### src/rtl/comb_result_row_mem.sv
// comb_result_row_mem: buffer of FEATURE_ROWS x WEIGHT_COLS dot-product results.
// A start pulse opens a fill pass. Each element is written, optionally
// accumulated, and closed with a final write. Once every element is complete
// the buffer reports done. Rows are read combinationally by the argmax consumer.
//
// Ports:
//   clk            rising-edge clock
//   reset          asynchronous, active-high reset
//   start          clears the buffer and opens a fill pass
//   wr_en          element write strobe
//   wr_row/wr_col  element write indices
//   wr_data        two's-complement element value
//   wr_accumulate  1 = add wr_data to the stored entry, 0 = overwrite it
//   wr_final       marks the written entry complete
//   read_row_index row select for rd_row_data
//   rd_row_data    selected row; combinational, zeros for an out-of-range row
//   done_comb      every entry is complete (FULL)
//   busy           fill pass active (FILL)
//   wr_error       sticky flag for an ignored write; cleared by start
//
// Configuration macro COMB_MEM_SATURATE_EN: when defined, accumulation
// saturates to the signed extremes. The default build wraps modulo 2^width.
module comb_result_row_mem #(
    parameter int unsigned FEATURE_ROWS   = 6,
    parameter int unsigned WEIGHT_COLS    = 3,
    parameter int unsigned DOT_PROD_WIDTH = 16,
    parameter int unsigned ROW_IDX_WIDTH  = 3,
    parameter int unsigned COL_IDX_WIDTH  = 2
) (
    input  logic                      clk,
    input  logic                      reset,
    input  logic                      start,
    input  logic                      wr_en,
    input  logic [ROW_IDX_WIDTH-1:0]  wr_row,
    input  logic [COL_IDX_WIDTH-1:0]  wr_col,
    input  logic [DOT_PROD_WIDTH-1:0] wr_data,
    input  logic                      wr_accumulate,
    input  logic                      wr_final,
    input  logic [WEIGHT_COLS-1:0]    read_row_index,
    output logic [DOT_PROD_WIDTH-1:0] rd_row_data [0:WEIGHT_COLS-1],
    output logic                      done_comb,
    output logic                      busy,
    output logic                      wr_error
);

    localparam int unsigned W = DOT_PROD_WIDTH;

    typedef enum logic [1:0] {
        IDLE = 2'd0,
        FILL = 2'd1,
        FULL = 2'd2
    } state_t;

    state_t state;
    state_t state_next;

    logic [W-1:0] mem      [FEATURE_ROWS][WEIGHT_COLS];
    logic         complete [FEATURE_ROWS][WEIGHT_COLS];

    logic         all_complete;
    logic         in_range;
    logic         sel_complete;
    logic [W-1:0] sel_value;
    logic [W-1:0] acc_value;
    logic [W-1:0] new_value;
    logic         wr_accept;
    logic         wr_illegal;

    // All entries complete.
    always_comb begin
        all_complete = 1'b1;
        for (int unsigned r = 0; r < FEATURE_ROWS; r++) begin
            for (int unsigned c = 0; c < WEIGHT_COLS; c++) begin
                all_complete = all_complete & complete[r][c];
            end
        end
    end

    // Select the addressed entry; out-of-range indices match nothing.
    always_comb begin
        sel_complete = 1'b0;
        sel_value    = '0;
        for (int unsigned r = 0; r < FEATURE_ROWS; r++) begin
            for (int unsigned c = 0; c < WEIGHT_COLS; c++) begin
                if (wr_row == ROW_IDX_WIDTH'(r) && wr_col == COL_IDX_WIDTH'(c)) begin
                    sel_complete = complete[r][c];
                    sel_value    = mem[r][c];
                end
            end
        end
    end

    assign in_range = (32'(wr_row) < FEATURE_ROWS) && (32'(wr_col) < WEIGHT_COLS);

    // start takes priority; any write in the same cycle is simply dropped.
    assign wr_accept  = wr_en && !start && (state == FILL) && in_range && !sel_complete;
    assign wr_illegal = wr_en && !start && !wr_accept;

`ifdef COMB_MEM_SATURATE_EN
    // Saturating accumulate: sign-extend by one bit and clamp on overflow.
    logic [W:0] sum_ext;
    always_comb begin
        sum_ext = {sel_value[W-1], sel_value} + {wr_data[W-1], wr_data};
        if (sum_ext[W] != sum_ext[W-1]) begin
            acc_value = sum_ext[W] ? {1'b1, {(W-1){1'b0}}} : {1'b0, {(W-1){1'b1}}};
        end else begin
            acc_value = sum_ext[W-1:0];
        end
    end
`else
    // Wrapping accumulate: plain modulo-2^W addition.
    assign acc_value = sel_value + wr_data;
`endif

    assign new_value = wr_accumulate ? acc_value : wr_data;

    // Next-state logic.
    always_comb begin
        state_next = state;
        case (state)
            IDLE: if (start) state_next = FILL;
            FILL: begin
                if (start) begin
                    state_next = FILL;
                end else if (all_complete) begin
                    state_next = FULL;
                end
            end
            FULL: if (start) state_next = FILL;
            default: state_next = IDLE;
        endcase
    end

    // State register and registered status outputs.
    always_ff @(posedge clk or posedge reset) begin
        if (reset) begin
            state     <= IDLE;
            done_comb <= 1'b0;
            busy      <= 1'b0;
        end else begin
            state     <= state_next;
            done_comb <= (state_next == FULL);
            busy      <= (state_next == FILL);
        end
    end

    // Entry storage and complete bits.
    always_ff @(posedge clk or posedge reset) begin
        if (reset) begin
            for (int unsigned r = 0; r < FEATURE_ROWS; r++) begin
                for (int unsigned c = 0; c < WEIGHT_COLS; c++) begin
                    mem[r][c]      <= '0;
                    complete[r][c] <= 1'b0;
                end
            end
        end else if (start) begin
            for (int unsigned r = 0; r < FEATURE_ROWS; r++) begin
                for (int unsigned c = 0; c < WEIGHT_COLS; c++) begin
                    mem[r][c]      <= '0;
                    complete[r][c] <= 1'b0;
                end
            end
        end else if (wr_accept) begin
            for (int unsigned r = 0; r < FEATURE_ROWS; r++) begin
                for (int unsigned c = 0; c < WEIGHT_COLS; c++) begin
                    if (wr_row == ROW_IDX_WIDTH'(r) && wr_col == COL_IDX_WIDTH'(c)) begin
                        mem[r][c] <= new_value;
                        if (wr_final) begin
                            complete[r][c] <= 1'b1;
                        end
                    end
                end
            end
        end
    end

    // Sticky illegal-write flag.
    always_ff @(posedge clk or posedge reset) begin
        if (reset) begin
            wr_error <= 1'b0;
        end else if (start) begin
            wr_error <= 1'b0;
        end else if (wr_illegal) begin
            wr_error <= 1'b1;
        end
    end

    // Zero-latency row read; an unmatched index returns zeros.
    always_comb begin
        for (int unsigned c = 0; c < WEIGHT_COLS; c++) begin
            rd_row_data[c] = '0;
            for (int unsigned r = 0; r < FEATURE_ROWS; r++) begin
                if (read_row_index == WEIGHT_COLS'(r)) begin
                    rd_row_data[c] = mem[r][c];
                end
            end
        end
    end

endmodule

### config.mk
export PLATFORM = sky130hd
export DESIGN_NAME = comb_result_row_mem
export DESIGN_NICKNAME = d
export VERILOG_FILES = /design/src/rtl/comb_result_row_mem.sv
export SDC_FILE = /design/constraint.sdc
export NUM_CORES = 1
export LEC_CHECK = 0
export ABC_AREA = 1
export CAP_MARGIN = 20
export CORE_AREA = 8 8 176 212
export DETAILED_ROUTE_END_ITERATION = 6
export DIE_AREA = 0 0 184 220
export PLACE_DENSITY = 0.77
export SYNTH_ARGS = -nofsm -noshare
export SYNTH_HDL_FRONTEND = slang
export SYNTH_SLANG_ARGS = --single-unit
### constraint.sdc
create_clock -name clk -period 19.4 [get_ports clk]
set_input_delay 2.91 -clock clk [delete_from_list [all_inputs] [get_ports clk]]
set_output_delay 2.91 -clock clk [all_outputs]
set_load 0.01 [all_outputs]
# Word level (Yosys, flattened, before mapping)
# Index checks and enable logic that the tools add are counted.
[classes]
add_sub_neg = 1
n_lt_le_gt_ge = 2
n_eq_ne = 16
mux = 102
n_bitwise = 17
n_reduce_logical = 89
[op_table]
columns = ["op", "n"]
rows = [
  ["16-bit two-way mux", 55],
  ["288-bit two-way mux", 2],
  ["3-bit AND reduction", 18],
  ["2-bit nonzero test", 21],
  ["1-bit two-way mux", 39],
  ["18-bit two-way mux", 2],
  ["2-bit AND reduction", 18],
  ["1-bit logical AND", 24],
  ["1-bit AND", 17],
  ["16-bit adder", 1],
  ["3-bit by 2-bit equality test with 1-bit output (second input constant)", 4],
  ["3-bit equality test (second input constant)", 4],
  ["2-bit by 1-bit equality test with 1-bit output (second input constant)", 3],
  ["2-bit equality test (second input constant)", 3],
  ["3-bit by 1-bit equality test with 1-bit output (second input constant)", 2],
  ["3-bit zero test", 2],
  ["2-bit two-way mux", 3],
  ["2-bit zero test", 2],
  ["2-bit case mux with 2 select lines", 1],
  ["1-bit zero test", 3],
  ["3-bit < comparator (second input constant)", 1],
  ["2-bit < comparator (second input constant)", 1],
  ["2-bit OR reduction", 1],
]
[word_totals]
regBits = 311
inputBits = 30
out_inout_bits = 51

# Depth between registers and ports, before layout
[logic_depth]
word_depth = 26
ltp_mapped = 37
mapped_depth_nobuf = 35

# Worst setup path after synthesis
# OpenSTA, ideal clock, no wires.
[synth_timing]
kind = "in2out"
start = "input port read_row_index[2]"
end = "output port rd_row_data[16] in the netlist's numbering"
t_arrival_ns = 4.214
required_time_ns = 16.490
setup_slack_ns = 12.276
stages = 7
path_buffers = 2
path_cell_list = "clkinv_1 -> nand3_1 -> clkbuf_1 -> clkbuf_1 -> o22ai_1 -> a221oi_1 -> o211ai_1"
[synth_lines]
columns = ["element", "line", "source"]
rows = [
  ["start: declaration", "39", "input logic [WEIGHT_COLS-1:0] read_row_index,"],
  ["end: declaration", "40", "output logic [DOT_PROD_WIDTH-1:0] rd_row_data [0:WEIGHT_COLS-1],"],
]

==> results.json <==
{
  "outcome": "finished, final reports clean",
  "synth_compound_area_frac": 0.2036,
  "synth_edf_count": 0,
  "cts_tree": "built",
  "synthXorXnorAreaFrac": 0.002622,
  "synth_area_um2": 16700,
  "crit_type": "primary input to output pin",
  "yosys.area_share.adder": 0.01468,
  "ys_ff_latch": 311,
  "syn_nets": 2253,
  "cts_buffer_depth": 3,
  "top_level_ports": 81,
  "dp_cells": 2656,
  "design.core.area_um2": 33700,
  "drt_first_pass_iters": 6,
  "clk_latency_ps": 530,
  "finClkSkew_ps": 19.36,
  "layout-drive-gt1-share": 0.07159,
  "cts_sinks": 311,
  "drt-vias-per-instance": 6.138,
  "dpl.hpwl_mm": 44.13,
  "area_delta_synth_final_pct": 14.16,
  "period_needed_ps": 9211,
  "cts_inserted_buffers": 35,
  "yosysUniqueCellTypes": 42,
  "hold_path_class": "flip-flop to flip-flop",
  "cts_max_level": 2,
  "grt_most_used_layer": "met2",
  "max_freq_mhz": 108.6,
  "synthArstFlopShare": 1.000,
  "clk_pin_slew_ps": 60,
  "grt_overflow": 0,
  "ant_nets": 0,
  "setup_viol": 0,
  "irDropWorstVdd_mv": 0.05681,
  "fin_tns_setup_ps": 0,
  "fp.dieArea_um2": 40480,
  "synthFlopType": "dfrtp_1",
  "slew_headroom": 0.2757,
  "crit_fanout": 27,
  "cts_resized": 0,
  "start_kind": "primary input",
  "gr-usage-met2": 0.4760,
  "crit_family": "buffers and inverters",
  "grt_max_degree": 152,
  "synth_top_family_by_area": "simple AND/OR/NAND/NOR gates",
  "max-cap-violations": 0,
  "grt_pass1_wl_mm": 94.70,
  "postCtsHoldBufs": 0,
  "post_cts_buffers": 0,
  "vias": 16690,
  "reg2regPathDepth": 24,
  "path_depth": 7,
  "hold_depth": 2,
  "yosys_warnings": 0,
  "hold_viol": 0,
  "gp_congestion": 0.9496,
  "netlist_instances": 2204,
  "routed_wl_mm": 61.03,
  "ys_seq_area_frac": 0.4659,
  "muxShareOfSynthArea": 0,
  "gr-usage-met1": 0.3939,
  "initial_core_util": 0.4956,
  "met3_usage": 0.04762,
  "dr.first_iter.drc_count": 2318,
  "maxSlewViolCount": 0,
  "end_kind": "output pin",
  "cellLeakagePower_nw": 8.206,
  "die_h_um": 220,
  "instances_no_fill": 2719,
  "drc": 0,
  "critPathRequiredTime_ps": 16490,
  "path_buf_inv": 5,
  "yosys.area_share.simple": 0.2133,
  "diodes": 0,
  "p_per_area_nw_per_um2": 81.44,
  "antenna_found_initial": 0,
  "crit_chain": "clkdlybuf4s50_1 > clkinv_1 > nor3_2 > buf_4 > clkinv_1 > o221ai_1 > clkdlybuf4s50_1",
  "worstMarginPinSlew_ps": 1086,
  "rows": 74,
  "grt_pass1_vias": 15920,
  "grt_use_total": 0.3017,
  "cp_slowest_cell": "clkinv_1",
  "cts-root-buf": "clkbuf_16",
  "nets": 2291,
  "period_share": 0.4748,
  "rsz0062_at_grt": "no",
  "max_stage_delay_ps": 800,
  "port_buffers": 80,
  "avgSynthCellArea_um2": 7.579,
  "die_width_um": 184,
  "wl_per_cell_um": 22.45,
  "worstPathArrival_ps": 6300
}
final timing paths:
kind	from	slack (ps)	end
min	mem[255]	490	mem[255]
max reg2reg	mem[210]	14260	mem[187]
max	read_row_index[2]	10190	rd_row_data[35]
min in group asynchronous	reset	2850	mem[248]
min reg2reg	mem[255]	490	mem[255]
max in group asynchronous	reset	14670	mem[59]
kinds of logic after synthesis:
logic type / after synthesis
fa+ha+maj: 19
xor+xnor: 5
flops: 311
simple gates: 853
compound gates: 589
buf+inv: 427
metal layers:
layer	share of wire	wire length (um)
met1	0.39	23570
met2	0.46	27950
met3	0.10	6196
met4	0.054	3313
met5	0	0
cells in the mapped netlist (all sizes together) (2+ instances only):
cell type  number  area, um^2
o22ai          48       300.3
nand3          72       410.4
o211ai         21       157.7
nand4          49       312.8
a22oi           2       15.01
nand2         613        2321
o21ai         328        1645
buf            43       225.2
o2111ai        15       131.4
xor2            5       43.79
ha             18       225.2
o21a            2       15.01
a2111oi         2       17.52
inv           310        1164
o32ai           5       43.79
nor2           93       369.1
dfrtp         311        7782
o221ai         21       183.9
or2            15       93.84
a21oi         101       505.5
clkinv          6       22.52
a221oi         40       350.3
nor3           10       50.05
clkbuf         68       256.5
cell usage in the layout (no fill, tap or decap), types with 40 or more instances in the layout:
cell,instances
nand2_1,605
a221oi_1,40
a21oi_1,101
nand3_1,61
nand4_1,48
dfrtp_1,311
clkdlybuf4s50_1,80
o21ai_1,150
o22ai_1,48
nor2_1,83
inv_1,282
o21ai_0,176
per-stage QoR:
stage | cell area, um^2 | util | hold WS, ps | total power [mW] | setup WS [ps]
global route | 19070 | 0.5658 | 516.0 | 1.597 | 10020
finish | 19070 | 0.5658 | 492.8 | 1.553 | 10190
global placement | 17840 | 0.5293 | 467.9 | 0.8922 | 10250
detailed placement | 17840 | 0.5293 | 475.4 | 0.8964 | 10250
floorplan | 16700 | - | 449.5 | 0.8202 | 7889
CTS | 18950 | 0.5623 | 494.5 | 1.546 | 10230
state kept, by name, summed over array words and instances (netlist names):
register,count
busy,1
complete,18
done_comb,1
mem,288
state,2
wr_error,1
cell type report:
type	instances	area, um^2
tap	456	570.5
fill	3147	14630
clock buffer	43	978.4
inverter	316	1194
clock inverter	15	132.6
sequential	311	7782
multi-input combinational	1466	7289
timing repair buffer	112	1121
report_power, final:
| part | internal, mW | switching, mW |
|---|---|---|
| Combinational | 0.0555 | 0.134 |
| Clock | 0.384 | 0.276 |
| Sequential | 0.678 | 0.0257 |
worst min-delay path, cell delays in order, from the launching register on:
cell and delay (ps):
dfrtp_1 350, nand2_1 50, nand2_1 60
No activity file was read; power rests on OpenSTA's default activity.
